<file path="src/rtl/timer_arbiter_pkg.sv">
// Shared types and helpers for the timer arbiter: FSM encoding, round-robin pick, one-hot decode.
package timer_arbiter_pkg;

  localparam int MAX_REQ = 8;
  localparam int IDX_W   = 3;

  typedef enum logic [1:0] {
    IDLE = 2'd0,
    RUN  = 2'd1,
    DONE = 2'd2
  } state_t;

  // First set bit strictly after `last`, wrapping modulo n; returns `last` if nothing is set.
  function automatic logic [IDX_W-1:0] rr_pick(input logic [MAX_REQ-1:0] req,
                                                input logic [IDX_W-1:0]   last,
                                                input logic [3:0]         n);
    logic [IDX_W-1:0] win;
    logic             found;
    logic [3:0]       idx;
    win   = last;
    found = 1'b0;
    for (int i = 1; i <= MAX_REQ; i++) begin
      idx = {1'b0, last} + 4'(i);
      if (idx >= n) idx = idx - n;
      if (!found && (4'(i) <= n) && req[idx[IDX_W-1:0]]) begin
        win   = idx[IDX_W-1:0];
        found = 1'b1;
      end
    end
    return win;
  endfunction

  function automatic logic [MAX_REQ-1:0] onehot(input logic [IDX_W-1:0] idx);
    return {{(MAX_REQ-1){1'b0}}, 1'b1} << idx;
  endfunction

endpackage

</file>
<file path="src/rtl/timer_arbiter_counter.sv">
// Saturating up-counter that stops when it reaches the limit; hit flags equality.
// Clear has priority over enable.
module delay_counter #(
  parameter int BITS = 16
) (
  input  logic            clk,
  input  logic            reset,
  input  logic            clear,
  input  logic            enable,
  input  logic [BITS-1:0] limit,
  output logic [BITS-1:0] count,
  output logic            hit
);

  assign hit = (count == limit);

  always_ff @(posedge clk) begin
    if (!reset) begin
      count <= '0;
    end else if (clear) begin
      count <= '0;
    end else if (enable && !hit) begin
      count <= count + 1'b1;
    end
  end

endmodule

</file>
<file path="src/rtl/timer_arbiter.sv">
// Round-robin owner of one shared delay counter; grants one requester, counts tick_en, pulses done.
// Grant one cycle after request; all outputs registered.
module timer_arbiter
  import timer_arbiter_pkg::*;
#(
  parameter int N_REQ = 4,
  parameter int BITS  = 16
) (
  input  logic                  clk,
  input  logic                  reset,
  input  logic [N_REQ-1:0]      req,
  input  logic [N_REQ*BITS-1:0] delay_i,
  input  logic                  tick_en,
  output logic [N_REQ-1:0]      grant,
  output logic [N_REQ-1:0]      done,
  output logic                  busy,
  output logic [BITS-1:0]       count_o
);

  state_t             state;
  logic [IDX_W-1:0]   win;
  logic [IDX_W-1:0]   last;
  logic [IDX_W-1:0]   pick;
  logic [BITS-1:0]    limit;
  logic [BITS-1:0]    dly_pick;
  logic [MAX_REQ-1:0] req_ext;
  logic               hit;
  logic               cnt_clear;
  logic               cnt_en;

  always_comb begin
    req_ext = '0;
    req_ext[N_REQ-1:0] = req;
  end

  assign pick = rr_pick(req_ext, last, 4'(N_REQ));

  always_comb begin
    dly_pick = '0;
    for (int k = 0; k < N_REQ; k++) begin
      if (pick == IDX_W'(k)) dly_pick = delay_i[k*BITS +: BITS];
    end
  end

  // Expiry outranks a cancel, so the count is only cleared on a drop when not at the limit.
  assign cnt_clear = (state != RUN) || (!hit && !req_ext[win]);
  assign cnt_en    = (state == RUN) && req_ext[win] && tick_en;

  delay_counter #(.BITS(BITS)) u_counter (
    .clk    (clk),
    .reset  (reset),
    .clear  (cnt_clear),
    .enable (cnt_en),
    .limit  (limit),
    .count  (count_o),
    .hit    (hit)
  );

  always_ff @(posedge clk) begin
    if (!reset) begin
      state <= IDLE;
      grant <= '0;
      done  <= '0;
      busy  <= 1'b0;
      win   <= '0;
      last  <= IDX_W'(N_REQ-1);
      limit <= '0;
    end else begin
      case (state)
        IDLE: begin
          if (|req) begin
            state <= RUN;
            win   <= pick;
            grant <= N_REQ'(onehot(pick));
            limit <= dly_pick;
            busy  <= 1'b1;
          end
        end
        RUN: begin
          if (hit) begin
            state <= DONE;
            done  <= grant;
          end else if (!req_ext[win]) begin
            state <= IDLE;
            grant <= '0;
            busy  <= 1'b0;
            last  <= win;
          end
        end
        DONE: begin
          state <= IDLE;
          grant <= '0;
          done  <= '0;
          busy  <= 1'b0;
          last  <= win;
        end
        default: state <= IDLE;
      endcase
    end
  end

endmodule

</file>
<file path="config.mk">
export PLATFORM = sky130hd
export DESIGN_NAME = timer_arbiter
export DESIGN_NICKNAME = d
export VERILOG_FILES = /design/src/rtl/timer_arbiter_pkg.sv /design/src/rtl/timer_arbiter_counter.sv /design/src/rtl/timer_arbiter.sv
export SDC_FILE = /design/constraint.sdc
export NUM_CORES = 1
export LEC_CHECK = 0
export CAP_MARGIN = 25
export CORE_UTILIZATION = 43
export CTS_CLUSTER_SIZE = 14
export DETAILED_ROUTE_END_ITERATION = 12
export GPL_ROUTABILITY_DRIVEN = 0
export PLACE_DENSITY = 0.8
export SYNTH_ARGS = -nofsm -noshare
export SYNTH_HDL_FRONTEND = slang
export SYNTH_SLANG_ARGS = --single-unit
</file>
<file path="constraint.sdc">
create_clock -name clk -period 3.2 [get_ports clk]
set_input_delay 0.48 -clock clk [delete_from_list [all_inputs] [get_ports clk]]
set_output_delay 0.48 -clock clk [all_outputs]
set_load 0.02 [all_outputs]
</file>
==> results of run 1 <==
==> cells in the mapped netlist (3+ instances only) <==
library cell and instances:
nor2b_1 8, buf_2 8, xor2_1 9, a21boi_0 6, nand4_1 10, buf_4 5, mux2i_1 11, dfxtp_1 49
or4b_1 3, a21o_1 3, and2_1 3, ha_1 6, xnor2_1 23, inv_1 40, a22o_1 16, nor2_1 26
o221ai_2 10, nand2_1 23, clkbuf_1 6, a21oi_1 6, o221ai_1 6, a22oi_1 21, nand3_1 8
==> routing by layer <==
| metal | share of wire, % | vias up | GRT usage [%] |
|---|---|---|---|
| met3 | 6.6 | 17 | 5.97 |
| li1 | - | 1453 | - |
| met4 | 1.8 | 0 | 6.71 |
| met5 | 0 | - | 0 |
| met2 | 48 | 116 | 38.5 |
| met1 | 44 | 1349 | 27.1 |
==> cells by family after synthesis <==
kind of cell | Yosys count
and+or+nand+nor | 106
AOI/OAI and AO/OA | 88
adders and majority gates | 6
buffers and inverters | 61
muxes | 14
xor gates and xnor gates | 32
DFF | 49
==> area by class of cell <==
class	count	share of cell area [%]
tap	96	2.81
timing repair buffer	106	24.7
inverter	40	3.51
multi-input combinational	246	43.8
sequential	49	22.9
clock buffer	6	1.93
clock inverter	2	0.322
==> power by group <==
group | internal, mW | leakage, nW | switching (mW)
clock network | 0.175 | 0.0512 | 0.209
registers | 0.735 | 0.400 | 0.0956
logic | 0.818 | 1.19 | 0.871
==> flip-flops by register name, summed over array words and instances, names as in the netlist <==
| register | cells |
|---|---|
| done | 4 |
| limit | 16 |
| busy | 1 |
| last | 3 |
| grant | 4 |
| win | 3 |
| u_counter.count | 16 |
| state | 2 |
==> critical path, delay by kind of cell (launching register included) <==
family / cells / cell delay, ns
AOI/OAI and AO/OA: 6 / 1.39
adders and majority gates: 1 / 0.51
buffers and inverters: 1 / 0.10
DFF: 1 / 0.34
muxes: 1 / 0.57
==> worst max-delay path by stage <==
| stage | from | endpoint | slack, ns | cells past startpoint |
|---|---|---|---|---|
| after CTS | last[0]$_SDFFE_PN1P_ | limit[14]$_SDFFE_PN0P_ | 0.24 | 9 |
| final | last[0]$_SDFFE_PN1P_ | limit[14]$_SDFFE_PN0P_ | 0.22 | 9 |
| after floorplan | last[0]$_SDFFE_PN1P_ | limit[10]$_SDFFE_PN0P_ | 0.26 | 13 |
| after global placement | req[2] | limit[14]$_SDFFE_PN0P_ | 0.23 | 8 |
| after detailed placement | req[2] | limit[14]$_SDFFE_PN0P_ | 0.13 | 8 |
| after global routing | last[0]$_SDFFE_PN1P_ | limit[14]$_SDFFE_PN0P_ | 0.03 | 9 |
==> through the flow <==
step	util, %	std cells
global route	61.9	545
detailed placement	60.5	537
global placement	60.5	537
finish	61.9	545
CTS	61.9	545
floorplan	-	356
==> layout by cell type (no fill, tap or decap), types with 2 or more instances in the layout <==
cell / n
clkdlybuf4s50_1: 95
dfxtp_1: 49
inv_1: 40
nor2_1: 26
xnor2_1: 23
nand2_1: 23
a22oi_1: 21
a22o_1: 16
mux2i_1: 11
nand4_1: 10
o221ai_2: 10
xor2_1: 9
buf_4: 9
nor2b_1: 8
nand3_1: 8
a21oi_1: 6
o221ai_1: 6
a21boi_0: 6
ha_1: 6
clkbuf_8: 6
or4b_1: 3
and2_1: 3
a21o_1: 3
a211oi_1: 2
nor4_2: 2
and4_1: 2
nand2b_1: 2
mux2_2: 2
o21ai_0: 2
nor3_1: 2
nand3b_1: 2
or3b_2: 2
a31oi_1: 2
a21boi_1: 2
nand4bb_1: 2
and3_1: 2
buf_12: 2
==> metrics.md, run 1 <==
| Metric | Value |
|---|---|
| Drt first pass iters | `4` |
| # DRC | `0` |
| First-pass GRT wire length | `13.4 mm` |
| Worst hold slack | `0.481 ns` |
| DR iter-0 viols | `98` |
| Final period util | `93.1%` |
| Crit Path Max Fanout | `16` |
| DR WL/cell | `14.7 um` |
| # hold bufs at CTS | `0` |
| Std-Cell Rows | `30` |
| Crit. End Element | `register` |
| Design Area, Final | `4280 um2` |
| H-tree depth | `2` |
| Die height | `87.3 um` |
| Number of global-route vias before repair | `2891` |
| Post-synthesis simple-gate area fraction | `18.9%` |
| Status | `finished, final reports clean` |
| Flop2flop setup slack | `0.22 ns` |
| Adder-cell share of the synthesized area | `2.40%` |
| Peak supply drop | `0.314 mV` |
| Root Buffer | `clkbuf_8` |
| Cts repair resizes | `0` |
| Antenna viol nets, final | `0` |
| Register area | `981 um2` |
| Cell Area, Synth | `3130 um2` |
| Total CTS buffers | `5` |
| Cells along the critical path | `inv_1 > ha_1 > mux4_2 > o31ai_1 > o211ai_1 > a211o_2 > a21oi_4 > a22oi_1 > o221ai_2` |
| Total GRT Usage | `22.3%` |
| Clk Latency, worst-skew pair | `0.31 ns` |
| Power Total | `2.90 mW` |
| Final Critical Period | `2.98 ns` |
| Async SR Flop Fraction | `0%` |
| Final setup violation count | `0` |
| Worst min-delay path category | `register to register` |
| Number of synthesized flops with an enable pin | `0` |
| Post-CTS setup buffer count | `0` |
| Post-Place Cell Area | `4180 um2` |
| Maximum root-to-sink buffer count | `2` |
| Dpl ws | `0.131 ns` |
| P per Cell Area | `679 nW/um2` |
| RSZ-0062 raised after global routing | `no` |
| Area contributors post-synth | `dfxtp_1, xnor2_1, a22oi_1` |
| Register bit total from synthesis | `49` |
| Yosys top cell area share | `31.4%` |
| Max Fclk | `0.336 GHz` |
| Worst EP required | `3.43 ns` |
| Compound-Gate Fraction of Synth Area | `24.6%` |
| Ports | `96` |
| Via count | `2935` |
| HPWL after DPL | `6.36 mm` |
| Crit path largest cell delay | `0.57 ns` |
| Startpoint Class | `register` |
| Worst hold path cell count | `2` |
| Clock transition at path regs | `0.08 ns` |
| Vias per cell | `5.39` |
| Final setup margin | `0.221 ns` |
| Synth Net Count | `433` |
| Slowest CP cell | `mux4_2` |
| Leak pwr | `1.64 nW` |
| Synth Area in XOR/XNOR | `8.97%` |
| Core Box Area | `6910 um2` |
| Syn-to-layout area delta | `36.9%` |
| Fin nets | `525` |
| WL final | `8.03 mm` |
| Yosys warns | `0` |
| CTS tree | `built` |
| Die Span X | `87.3 um` |
| Ant. Diodes | `0` |
| IO Port Bufs | `95` |
| Post-synthesis average cell area | `8.78 um2` |
| Total die area | `7610 um2` |
| Worst R2R Start | `last[0]$_SDFFE_PN1P_` |
| Layout cells sized above 1 | `9.80%` |
| Starting density of the core | `45.3%` |
| Count of final max-slew check failures | `0` |
| Synth unique cells | `59` |
| Initial antenna violation count | `0` |
| Largest family of logic cells by synthesized area | `compound AO/OA/AOI/OAI gates` |
| Setup Skew | `0.0128 ns` |
| Worst Setup Path Type | `register to register` |
| Reg2reg path depth | `9` |
| RR Endpoint | `limit[14]$_SDFFE_PN0P_` |
| Worst slew margin | `48.1%` |
| Worst Tran Pin Value | `0.771 ns` |
| Worst hold start | `win[2]$_SDFFE_PN0P_` |
| Final hold violation count | `0` |
| Main synth FF type | `dfxtp_1` |
| Sequential area share after synthesis | `31.4%` |
| WHS Endpoint | `win[2]$_SDFFE_PN0P_` |
| Fraction of synthesized area in multiplexers | `4.96%` |
| Arr. time, crit path | `3.21 ns` |
| Synth area leader | `dfxtp_1` |
| Clock sinks | `49` |
| Largest net degree at the start of global routing | `21` |
| Fill count | `584` |
| Cells after Synth | `356` |
| Max Cap Violations | `0` |
| Area of the multi-input gates | `1870 um2` |
| Total grt overflow | `0` |
| Post-route setup TNS | `0 ns` |
Power figures use the tool's default switching activity.
==> run 2: changes to the inputs <==
- CORE_ASPECT_RATIO: default -> 0.75
- GPL_TIMING_DRIVEN: default -> 0
==> metrics.md, run 2 (same netlist as run 1, synthesis figures left out) <==
| Metric | Value |
|---|---|
| Max Fclk | `0.329 GHz` |
| Fin nets | `534` |
| Final setup violation count | `0` |
| Maximum root-to-sink buffer count | `2` |
| Std-Cell Rows | `26` |
| # hold bufs at CTS | `0` |
| WL met2 | `3.80 mm` |
| Wl on met1 | `4.10 mm` |
| Total die area | `7620 um2` |
| Most common cell after layout, fill and taps aside | `clkdlybuf4s50_1` |
| Crit Path Max Fanout | `10` |
| Largest registers | `limit x16, u_counter.count x16` |
| HPWL after DPL | `6.74 mm` |
| Root Buffer | `clkbuf_8` |
| Die height | `75.8 um` |
| Layout cells sized above 1 | `12.9%` |
| Status | `finished, final reports clean` |
| Die Span X | `100 um` |
| Worst hold slack | `0.492 ns` |
| Design Area, Final | `4310 um2` |
| Clock sinks | `49` |
| Vias per cell | `5.30` |
| Setup Skew | `0.00766 ns` |
| IO Port Bufs | `91` |
| WL final | `8.36 mm` |
| Worst slew margin | `55.9%` |
| CTS tree | `built` |
| Clock transition at path regs | `0.10 ns` |
| Final hold violation count | `0` |
| Startpoint Class | `register` |
| Via count | `2948` |
| Most frequent cells in the layout | `clkdlybuf4s50_1, dfxtp_1, inv_1` |
| Top routing layer used | `met4` |
| Clk Latency, worst-skew pair | `0.30 ns` |
| Largest net degree at the start of global routing | `17` |
| Count of final max-slew check failures | `0` |
| # DRC | `0` |
| Total GRT Usage | `21.5%` |
| DR iter-0 viols | `126` |
| Total grt overflow | `0` |
| Total CTS buffers | `5` |
| Met3 WL post-DR | `328 um` |
| Leak pwr | `1.65 nW` |
| Final period util | `94.9%` |
| P per Cell Area | `686 nW/um2` |
| Core Box Area | `6930 um2` |
| Starting density of the core | `45.1%` |
| Number of global-route vias before repair | `2654` |
| Arr. time, crit path | `3.22 ns` |
| DR WL/cell | `15.0 um` |
| Worst Tran Pin Value | `0.655 ns` |
| Ant. Diodes | `0` |
| Post-Place Cell Area | `4160 um2` |
| Initial antenna violation count | `0` |
| Final Critical Period | `3.04 ns` |
| Worst EP required | `3.39 ns` |
| Worst Setup Path Type | `register to register` |
| Max Cap Violations | `0` |
| Non-filler instance count after layout | `556` |
| RSZ-0062 raised after global routing | `no` |
| Flop2flop setup slack | `0.16 ns` |
| Drt first pass iters | `6` |
| Worst min-delay path category | `register to register` |
| Syn-to-layout area delta | `38.0%` |
| Placed cells | `545` |
| Ports | `96` |
| Crit. End Element | `register` |
| Antenna viol nets, final | `0` |
| Peak supply drop | `0.395 mV` |
| H-tree depth | `2` |
| First-pass GRT wire length | `12.7 mm` |
-- run 2: changes by cell type in the layout (fill, tap and decap cells not counted), sizes merged --
cell           previous run  this run
buf                      11        19
clkinv                    2         1
clkbuf                    6        10
clkdlybuf4s50            95        91
clkinvlp                  0         1
inv                      40        41
-- run 2: critical path: stages (launching register included) --
cell,delay (ns)
dfxtp_4,0.36
buf_6,0.13
inv_1,0.09
ha_1,0.30
buf_6,0.14
mux4_2,0.54
o31ai_2,0.13
o2bb2ai_2,0.14
a21o_1,0.18
buf_2,0.19
buf_4,0.20
a22o_1,0.24
a22oi_1,0.17
o221ai_2,0.11
-- run 2: final timing paths --
kind | from | end | cells after the start
setup / recovery | last[0]$_SDFFE_PN1P_ | limit[7]$_SDFFE_PN0P_ | 13
hold / removal | grant[2]$_SDFFE_PN0P_ | grant[2]$_SDFFE_PN0P_ | 2
setup reg to reg | last[0]$_SDFFE_PN1P_ | limit[7]$_SDFFE_PN0P_ | 13
hold reg to reg | grant[2]$_SDFFE_PN0P_ | grant[2]$_SDFFE_PN0P_ | 2
-- run 2: what timing repair did --
| action | in CTS | in global routing |
|---|---|---|
| setup endpoints to repair | 11 | 11 |
| resized for setup | 6 | 9 |
| pin swaps | 0 | 2 |
| buffers inserted | 0 | 4 |
| hold endpoints to repair | 0 | 0 |
-- run 2: cell type report --
class | count | area (um2)
fill | 620 | 2620
inverter | 40 | 150
clock inverter | 3 | 21.3
clock buffer | 5 | 68.8
buffer | 20 | 125
tap | 98 | 123
sequential | 49 | 988
timing repair buffer | 95 | 941
multi-input combinational | 246 | 1900
-- run 2: report_power, final --
| group | leakage [nW] | internal, mW | switching, mW |
|---|---|---|---|
| combinational | 1.21 | 0.839 | 0.876 |
| clock | 0.0445 | 0.156 | 0.216 |
| sequential | 0.400 | 0.741 | 0.130 |
| total | 1.65 | 1.74 | 1.22 |
-- run 2: routing by layer --
metal / GRT usage, % / up-vias
met4: 5.80 / 0
met3: 2.94 / 10
met1: 30.3 / 1377
met2: 34.9 / 78
met5: 0 / -
li1: - / 1483
-- run 2: stage by stage --
stage	util, %	setup slack, ns	TNS, ns	total power, mW
floorplan	-	0.264	0	2.08
global placement	60.0	-0.112	-1.02	2.48
detailed placement	60.0	-0.166	-1.51	2.51
CTS	61.5	0.00191	0	2.90
global route	62.3	0.0414	0	3.15
finish	62.3	0.164	0	2.96
